==> src/rtl/alu_pkg.sv <==
// Shared widths, enums and vector payload for the ALU operand sweep generator.
package alu_pkg;

  localparam int unsigned DATA_W  = 8;
  localparam int unsigned FLAGS_W = 4;
  localparam int unsigned OP_W    = 3;

  typedef enum logic [1:0] {
    B_ONLY      = 2'b00,
    A_B_NESTED  = 2'b01,
    OP_B_NESTED = 2'b10,
    MODE_RSVD   = 2'b11
  } sweep_mode_e;

  typedef enum logic [1:0] {
    IDLE  = 2'b00,
    HOLD  = 2'b01,
    DRAIN = 2'b10,
    DONE  = 2'b11
  } sweep_state_e;

  typedef struct packed {
    logic [DATA_W-1:0]  data_a;
    logic [DATA_W-1:0]  data_b;
    logic [FLAGS_W-1:0] flags;
    logic [OP_W-1:0]    op;
  } sweep_vec_t;

  function automatic int unsigned max_u(input int unsigned a, input int unsigned b);
    return (a > b) ? a : b;
  endfunction

endpackage

==> src/rtl/sweep_timer.sv <==
// Loadable terminal-count counter: counts 0..term-1 while enabled, pulses expire_c on the last count.
module sweep_timer #(
  parameter int unsigned CNT_W = 4
) (
  input  logic             clock,
  input  logic             reset,
  input  logic             load,
  input  logic             en,
  input  logic [CNT_W-1:0] term,
  output logic             expire_c
);

  logic [CNT_W-1:0] cnt_q;
  logic [CNT_W-1:0] cnt_d;

  assign expire_c = en && (cnt_q == (term - CNT_W'(1)));

  // Wraps to zero on expiry, so the count never runs past the terminal value.
  always_comb begin
    cnt_d = cnt_q;
    if (load) begin
      cnt_d = '0;
    end else if (en) begin
      cnt_d = expire_c ? '0 : (cnt_q + CNT_W'(1));
    end
  end

  always_ff @(posedge clock) begin
    if (reset) cnt_q <= '0;
    else       cnt_q <= cnt_d;
  end

endmodule

==> src/rtl/alu_sweep_gen.sv <==
// Exhaustive ALU operand/opcode sweep generator: holds each vector HOLD_CYCLES,
// then drains DRAIN_CYCLES before pulsing done.
module alu_sweep_gen
  import alu_pkg::*;
#(
  parameter int unsigned HOLD_CYCLES  = 10,
  parameter int unsigned DRAIN_CYCLES = 1000
) (
  input  logic               clock,
  input  logic               reset,
  input  logic               start,
  input  logic               abort,
  input  logic [1:0]         mode,
  input  logic [DATA_W-1:0]  a_init,
  input  logic [FLAGS_W-1:0] flags_init,
  input  logic [OP_W-1:0]    op_init,
  output logic [DATA_W-1:0]  data_a,
  output logic [DATA_W-1:0]  data_b,
  output logic [FLAGS_W-1:0] flags_in,
  output logic [OP_W-1:0]    operation,
  output logic               step_valid,
  output logic               busy,
  output logic               done
);

  localparam int unsigned CNT_W = $clog2(max_u(HOLD_CYCLES, DRAIN_CYCLES) + 1);

  sweep_state_e      state_q, state_d;
  sweep_mode_e       mode_q, mode_d;
  sweep_mode_e       mode_in_c;
  logic [DATA_W-1:0] a_init_q, a_init_d;
  sweep_vec_t        vec_q, vec_d;
  logic              step_valid_q, step_valid_d;
  logic              busy_q, busy_d;
  logic              done_q, done_d;
  logic              hold_exp_c;
  logic              drain_exp_c;
  logic              last_c;

  assign mode_in_c = sweep_mode_e'(mode);

  sweep_timer #(.CNT_W(CNT_W)) u_hold_timer (
    .clock    (clock),
    .reset    (reset),
    .load     (state_q == IDLE),
    .en       (state_q == HOLD),
    .term     (CNT_W'(HOLD_CYCLES)),
    .expire_c (hold_exp_c)
  );

  sweep_timer #(.CNT_W(CNT_W)) u_drain_timer (
    .clock    (clock),
    .reset    (reset),
    .load     (state_q == IDLE),
    .en       (state_q == DRAIN),
    .term     (CNT_W'(DRAIN_CYCLES)),
    .expire_c (drain_exp_c)
  );

  // Last vector: data_b at max plus the outer loop at its final value.
  always_comb begin
    last_c = (vec_q.data_b == '1);
    case (mode_q)
      A_B_NESTED:  last_c = last_c && (vec_q.data_a == (a_init_q - DATA_W'(1)));
      OP_B_NESTED: last_c = last_c && (vec_q.op == '1);
      default:     last_c = last_c;
    endcase
  end

  always_comb begin
    state_d      = state_q;
    mode_d       = mode_q;
    a_init_d     = a_init_q;
    vec_d        = vec_q;
    step_valid_d = 1'b0;
    done_d       = 1'b0;

    unique case (state_q)
      IDLE: begin
        if (start && !abort) begin
          state_d      = HOLD;
          step_valid_d = 1'b1;
          mode_d       = (mode_in_c == MODE_RSVD) ? B_ONLY : mode_in_c;
          a_init_d     = a_init;
          vec_d.data_a = a_init;
          vec_d.data_b = '0;
          vec_d.flags  = flags_init;
          vec_d.op     = (mode_d == OP_B_NESTED) ? '0 : op_init;
        end
      end
      HOLD: begin
        if (hold_exp_c) begin
          if (last_c) begin
            state_d = DRAIN;
          end else begin
            vec_d.data_b = vec_q.data_b + DATA_W'(1);
            step_valid_d = 1'b1;
            if (vec_q.data_b == '1) begin
              if (mode_q == A_B_NESTED)       vec_d.data_a = vec_q.data_a + DATA_W'(1);
              else if (mode_q == OP_B_NESTED) vec_d.op     = vec_q.op + OP_W'(1);
            end
          end
        end
      end
      DRAIN: begin
        if (drain_exp_c) begin
          state_d = DONE;
          done_d  = 1'b1;
        end
      end
      DONE: begin
        state_d = IDLE;
      end
      default: begin
        state_d = IDLE;
      end
    endcase

    // Abort from any active state clears the vector and suppresses done.
    if (abort && (state_q != IDLE)) begin
      state_d      = IDLE;
      vec_d        = '0;
      step_valid_d = 1'b0;
      done_d       = 1'b0;
    end

    busy_d = (state_d == HOLD) || (state_d == DRAIN);
  end

  always_ff @(posedge clock) begin
    if (reset) begin
      state_q      <= IDLE;
      mode_q       <= B_ONLY;
      a_init_q     <= '0;
      vec_q        <= '0;
      step_valid_q <= 1'b0;
      busy_q       <= 1'b0;
      done_q       <= 1'b0;
    end else begin
      state_q      <= state_d;
      mode_q       <= mode_d;
      a_init_q     <= a_init_d;
      vec_q        <= vec_d;
      step_valid_q <= step_valid_d;
      busy_q       <= busy_d;
      done_q       <= done_d;
    end
  end

  assign data_a     = vec_q.data_a;
  assign data_b     = vec_q.data_b;
  assign flags_in   = vec_q.flags;
  assign operation  = vec_q.op;
  assign step_valid = step_valid_q;
  assign busy       = busy_q;
  assign done       = done_q;

endmodule

==> config.mk <==
export PLATFORM = sky130hd
export DESIGN_NAME = alu_sweep_gen
export DESIGN_NICKNAME = d
export VERILOG_FILES = /design/src/rtl/alu_pkg.sv /design/src/rtl/sweep_timer.sv /design/src/rtl/alu_sweep_gen.sv
export SDC_FILE = /design/constraint.sdc
export NUM_CORES = 1
export LEC_CHECK = 0
export ABC_AREA = 1
export CORE_UTILIZATION = 58
export DETAILED_ROUTE_END_ITERATION = 8
export PLACE_DENSITY = 0.81
export SKIP_CTS_REPAIR_TIMING = 1
export SLEW_MARGIN = 20
export SYNTH_ARGS = -nofsm -noshare
export SYNTH_HDL_FRONTEND = slang
export SYNTH_HIERARCHICAL = 1
export SYNTH_SLANG_ARGS = --single-unit
==> constraint.sdc <==
create_clock -name clock -period 3.1 [get_ports clock]
set_input_delay 0.775 -clock clock [delete_from_list [all_inputs] [get_ports clock]]
set_output_delay 0.775 -clock clock [all_outputs]
set_load 0.01 [all_outputs]
==> reports/metrics.cfg, run 1 <==
[worst_hold_path]
hold-path-endpoint = a_init_q[1]
hold_depth = 2
hold_class = reg2reg
min-delay-start = a_init_q[1]

[detailed_routing]
drc = 0
drtIter0Drc = 148
wl_um = 9940
viasPerCell = 4.86
wl_per_cell_um = 11.0
ant_nets = 0
route.vias.total = 4380
first_pass_iters = 5

[timing]
rsz0062_at_grt = false
clock_skew_ns = 0.00704
min_period_ns = 2.54
max_freq_ghz = 0.394
finalSetupViolCount = 0
final.setup.tns_ns = 0
hold_violations = 0
final.period_utilization_pct = 81.9
tightest_slew_ns = 0.695
slew-limit-headroom_pct = 53.6
slew_violations = 0
holdWs_ns = 0.489

[cts]
clockBufferDepth = 2
htree_levels = 3
path_clk_slew_ns = 0.06
cts_sinks = 58
cts_tree = done
cts_inserted_buffers = 9
cts_root_buf = clkbuf_8
insertion_delay_ns = 0.34

[run_status]
status = completed

[die]
dieArea_sq_um = 7920
dieWidth_um = 89.0
die_h_um = 89.0
ioPinCount = 47
coreArea_sq_um = 7290
rows = 31
start_util_pct = 60.2

[worst_setup_path]
cp.arrival_ns = 2.77
rr_endpoint = data_b[1]
r2r_start = state_q[0]
cp-start-kind = flip-flop
endpoint_kind = flip-flop
crit_type = reg2reg
r2r_setup_slack_ns = 0.56
crit_fanout = 23
reg2regPathDepth = 15
crit_required_ns = 3.33
critPathLaunch = state_q[0]

[logic_synthesis]
syn_avg_cell_area_sq_um = 6.42
seq_area_frac_synth_pct = 26.4
synthDistinctLibCells = 41
yosys-top-cells-area = dfxtp_1, nand2_1, inv_1
syn_area_sq_um = 4390
synth_seq_cells = 58
synth_cells = 684
netlist.area_leader.share_pct = 26.4
post-synth-top-area-cell = dfxtp_1
synth-warning-count = 6

[pwr]
ir_worst_vdd_mv = 0.302
leakagePower_nw = 2.50
p_per_area_nw_per_um2 = 347

[placement]
gp_routability_congestion = 0.906
dpl.hpwl_um = 7750
port_buffers = 46

[global_route]
grt_max_degree = 26
first_global_vias = 3977
track_usage_pct = 27.0
overflow = 0
antenna_found_initial = 0
grt_pass1_wl_um = 16800

[final_layout]
drive_gt1_share_pct = 12.1
diodes = 0
final_nets = 831
area_delta_synth_final_pct = 22.5

[flow_run]
cap_violations = 0

## state kept, by name (all words and copies together) (netlist names), 3 cells and up
signal and cells:
a_init_q 8, data_a 8, data_b 8, flags_in 4, operation 3, u_drain_timer/cnt_q 10
u_hold_timer/cnt_q 10
## power by group
group / leakage, nW / internal, mW / total, mW / switching, mW
clock: 0.101 / 0.403 / 0.700 / 0.297
combinational: 1.93 / 0.148 / 0.371 / 0.224
sequential: 0.471 / 0.770 / 0.793 / 0.0233
## layer usage
metal | share of wire [%] | wire [um] | GRT usage, % | up-vias
met5 | 0 | 0 | 0 | -
met4 | 2.2 | 220 | 11.8 | 0
met3 | 3.5 | 348 | 4.06 | 22
met2 | 50 | 4960 | 48.5 | 86
met1 | 44 | 4410 | 31.9 | 1954
li1 | - | - | - | 2318
## layout by cell type (no fill, tap or decap), drive strengths merged
master         synthesis  layout
a21oi                 39      39
nand3                 59      59
o32ai                  1       1
and2                   1       1
o21a                   1       1
xnor2                  9       9
nand4                 13      13
or2                    5       5
conb                   2      66
nand2                197     197
xor2                  18      18
nor3                  10      10
a32o                   1       1
xnor3                  2       2
nor4                   1       1
clkinv                 0       2
nor3b                  2       2
inv                  109     109
o21ai                 31      31
nand3b                 2       2
bufinv                 0       1
nor2                  95      95
a211oi                 4       4
clkdlybuf4s50          0      46
o31ai                  2       2
ha                    11      11
buf                    5       5
clkbuf                 6      11
dfxtp                 58      58
## Yosys cell counts
cell      instances
a211oi_1          4
a21oi_1          28
a21oi_2          10
a21oi_4           1
a32o_1            1
and2_1            1
buf_1             1
buf_12            1
buf_2             3
clkbuf_1          4
clkbuf_2          2
conb_1            2
dfxtp_1          58
ha_1             11
inv_1           101
inv_2             8
nand2_1         185
nand2_2           6
nand2_4           5
nand2_8           1
nand3_1          40
nand3_2          19
nand3b_1          2
nand4_1          13
nor2_1           75
nor2_2           15
nor2_4            4
nor2_8            1
nor3_1            7
nor3_2            3
nor3b_1           2
nor4_1            1
o21a_1            1
o21ai_0          24
o21ai_1           7
o31ai_1           2
o32ai_1           1
or2_2             5
xnor2_1           9
xnor3_1           2
xor2_1           18
## per-stage QoR
| step | power [mW] | std cells | area (sq um) | utilization (%) | setup slack (ns) |
|---|---|---|---|---|---|
| floorplan | 1.07 | 748 | 4630 | - | 0.658 |
| global placement | 1.16 | 887 | 5190 | 71.2 | 0.494 |
| detailed placement | 1.17 | 887 | 5190 | 71.2 | 0.395 |
| CTS | 1.87 | 901 | 5380 | 73.8 | 0.567 |
| global route | 1.97 | 901 | 5380 | 73.8 | 0.301 |
| finish | 1.86 | 901 | 5380 | 73.8 | 0.560 |
## final cells by class
cell class                 instances  area [sq um]
multi-input combinational        570          3000
clock buffer                      11           151
fill                             648          1910
inverter                         109           409
sequential                        58          1160
tap                               99           124
clock inverter                     3          40.0
timing repair buffer              51           498
## worst max path at each step
stage / to / slack [ns]
2_1_floorplan: operation[0] / 0.66
3_3_place_gp: data_a[7] / 0.49
3_5_place_dp: data_a[7] / 0.39
4_1_cts: operation[0] / 0.57
5_1_grt: operation[0] / 0.30
6_report: data_b[1] / 0.56
## cell families after synthesis
logic type	Yosys count	synth area share [%]
flops	58	26.4
simple gates	385	42.3
compound gates	79	10.7
other cells	2	0.171
buf+inv	120	10.8
fa+ha+maj	11	3.13
xor+xnor	29	6.41
## critical path: stages (launching register included)
cell,delay (ns)
dfxtp_1,0.33
inv_1,0.10
nor2_8,0.33
nand2_2,0.15
nand2_1,0.08
nand4_1,0.07
a21oi_1,0.15
nand2_1,0.11
nor2_1,0.12
nand3_2,0.17
inv_1,0.22
nand2_4,0.09
nand2_8,0.15
nand2_4,0.11
a21oi_1,0.17
nor2_1,0.05
No activity file was read; power rests on OpenSTA's default activity.
==> inputs of run 2 (changes only) <==
--- a/config.mk
+++ b/config.mk
@@ -6,9 +6,9 @@
 export NUM_CORES = 1
 export LEC_CHECK = 0
 export ABC_AREA = 1
-export CORE_UTILIZATION = 58
+export CORE_UTILIZATION = 52
 export DETAILED_ROUTE_END_ITERATION = 8
-export PLACE_DENSITY = 0.81
+export PLACE_DENSITY = 0.76
 export SKIP_CTS_REPAIR_TIMING = 1
 export SLEW_MARGIN = 20
 export SYNTH_ARGS = -nofsm -noshare
==> constraint.sdc (replaced) <==
create_clock -name clock -period 2.3 [get_ports clock]
set_input_delay 0.575 -clock clock [delete_from_list [all_inputs] [get_ports clock]]
set_output_delay 0.575 -clock clock [all_outputs]
set_load 0.01 [all_outputs]
==> reports/metrics.cfg, run 2 (same netlist as run 1, synthesis figures left out) <==
[die]
ioPinCount = 47
dieWidth_um = 93.9
dieArea_sq_um = 8810
coreArea_sq_um = 8180
start_util_pct = 53.7
die_h_um = 93.9
rows = 33

[detailed_routing]
wl_um = 9830
wl_per_cell_um = 10.7
drtIter0Drc = 115
route.vias.total = 4401
ant_nets = 0
first_pass_iters = 4
drc = 0
viasPerCell = 4.80

[final_layout]
final_cell_mix = nand2_1, inv_1, nor2_1
drive_gt1_share_pct = 13.2
final_nets = 839
fin_area_sq_um = 5480
top_regs = u_drain_timer/cnt_q (10), u_hold_timer/cnt_q (10)
seq_area_sq_um = 1160
layout_commonest_cell = nand2_1
multi_input_area_sq_um = 3000
diodes = 0
num-fill-cells = 764
fin_cells = 917
area_delta_synth_final_pct = 24.7

[timing]
slew_violations = 0
min_period_ns = 2.18
hold_violations = 0
final.setup.tns_ns = 0
final.period_utilization_pct = 94.7
clock_skew_ns = 0.00554
rsz0062_at_grt = false
max_freq_ghz = 0.459
finalSetupViolCount = 0

[cts]
clockBufferDepth = 2
cts_inserted_buffers = 9
cts_sinks = 58
cts_root_buf = clkbuf_8
htree_levels = 3
insertion_delay_ns = 0.33
cts_tree = done
path_clk_slew_ns = 0.07

[placement]
dp.cells = 901
port_buffers = 46
post_dp_cell_area_sq_um = 5260
dpl.hpwl_um = 7740
gp_routability_congestion = 0.866

[run_status]
status = completed

[flow_run]
cap_violations = 0

[worst_setup_path]
cp-start-kind = flip-flop
crit_fanout = 17
crit_type = reg2reg
crit_required_ns = 2.57
endpoint_kind = flip-flop
cp.arrival_ns = 2.45

[global_route]
track_usage_pct = 24.5
grt_pass1_wl_um = 17300
overflow = 0
antenna_found_initial = 0
grt_max_degree = 26
first_global_vias = 4084

[pwr]
ir_worst_vdd_mv = 0.379
leakagePower_nw = 2.55
p_per_area_nw_per_um2 = 479
total_power_mw = 2.62

[worst_hold_path]
hold_class = reg2reg

==> run 2: cell count changes in the layout (fill, tap and decap cells not counted), sizes merged <==
cell      previous run  this run
clkinvlp             0         1
buf                  5        13
bufinv               1         2
==> run 2: worst paths after layout <==
path | cells past startpoint | slack (ns) | start | end
worst max register to register | 17 | 0.12 | a_init_q[0] | data_b[3]
worst max-delay path | 17 | 0.12 | a_init_q[0] | data_b[3]
worst min register to register | 2 | 0.49 | flags_in[3] | flags_in[3]
worst min-delay path | 2 | 0.49 | flags_in[3] | flags_in[3]
==> run 2: critical path, cell delays in order (launching register included) <==
cell and delay, ns:
dfxtp_1 0.36, inv_2 0.08, ha_1 0.27, inv_1 0.10, nand2_1 0.06, nand3_1 0.09, nand2_1 0.05, nor2_1 0.09
nand2_1 0.07, nor2_2 0.10, nand3_2 0.11, nand2_4 0.10, nand2_4 0.05, nand2_4 0.08, nand2_8 0.12, nand2_4 0.15
nand2_1 0.08, a21oi_2 0.12
==> run 2: area by class of cell <==
class,count,share of cell area [%]
Sequential cell,58,21.2
Tap cell,105,2.40
Timing Repair Buffer,59,10.2
Clock buffer,11,2.58
Clock inverter,5,1.42
Multi-Input combinational cell,570,54.7
Inverter,109,7.47
==> run 2: metrics by stage <==
stage                     setup slack, ns  hold slack, ns  util (%)
after detailed placement           0.0167           0.482      64.3
final                               0.121           0.490      67.0
after CTS                           0.169           0.494      67.0
after floorplan                    0.0638           0.451         -
after global placement             0.0683           0.468      64.3
after global routing              0.00367           0.508      67.0
==> run 2: power breakdown <==
part	switching (mW)	internal [mW]
clock network	0.411	0.636
registers	0.0304	1.04
logic	0.303	0.206
==> run 2: per-layer routing <==
metal	up-vias	wire, um	track usage (%)
li1	2341	-	-
met1	1968	4400	28.1
met2	81	4880	44.5
met4	0	148	8.85
met3	11	398	4.69
met5	-	0	0
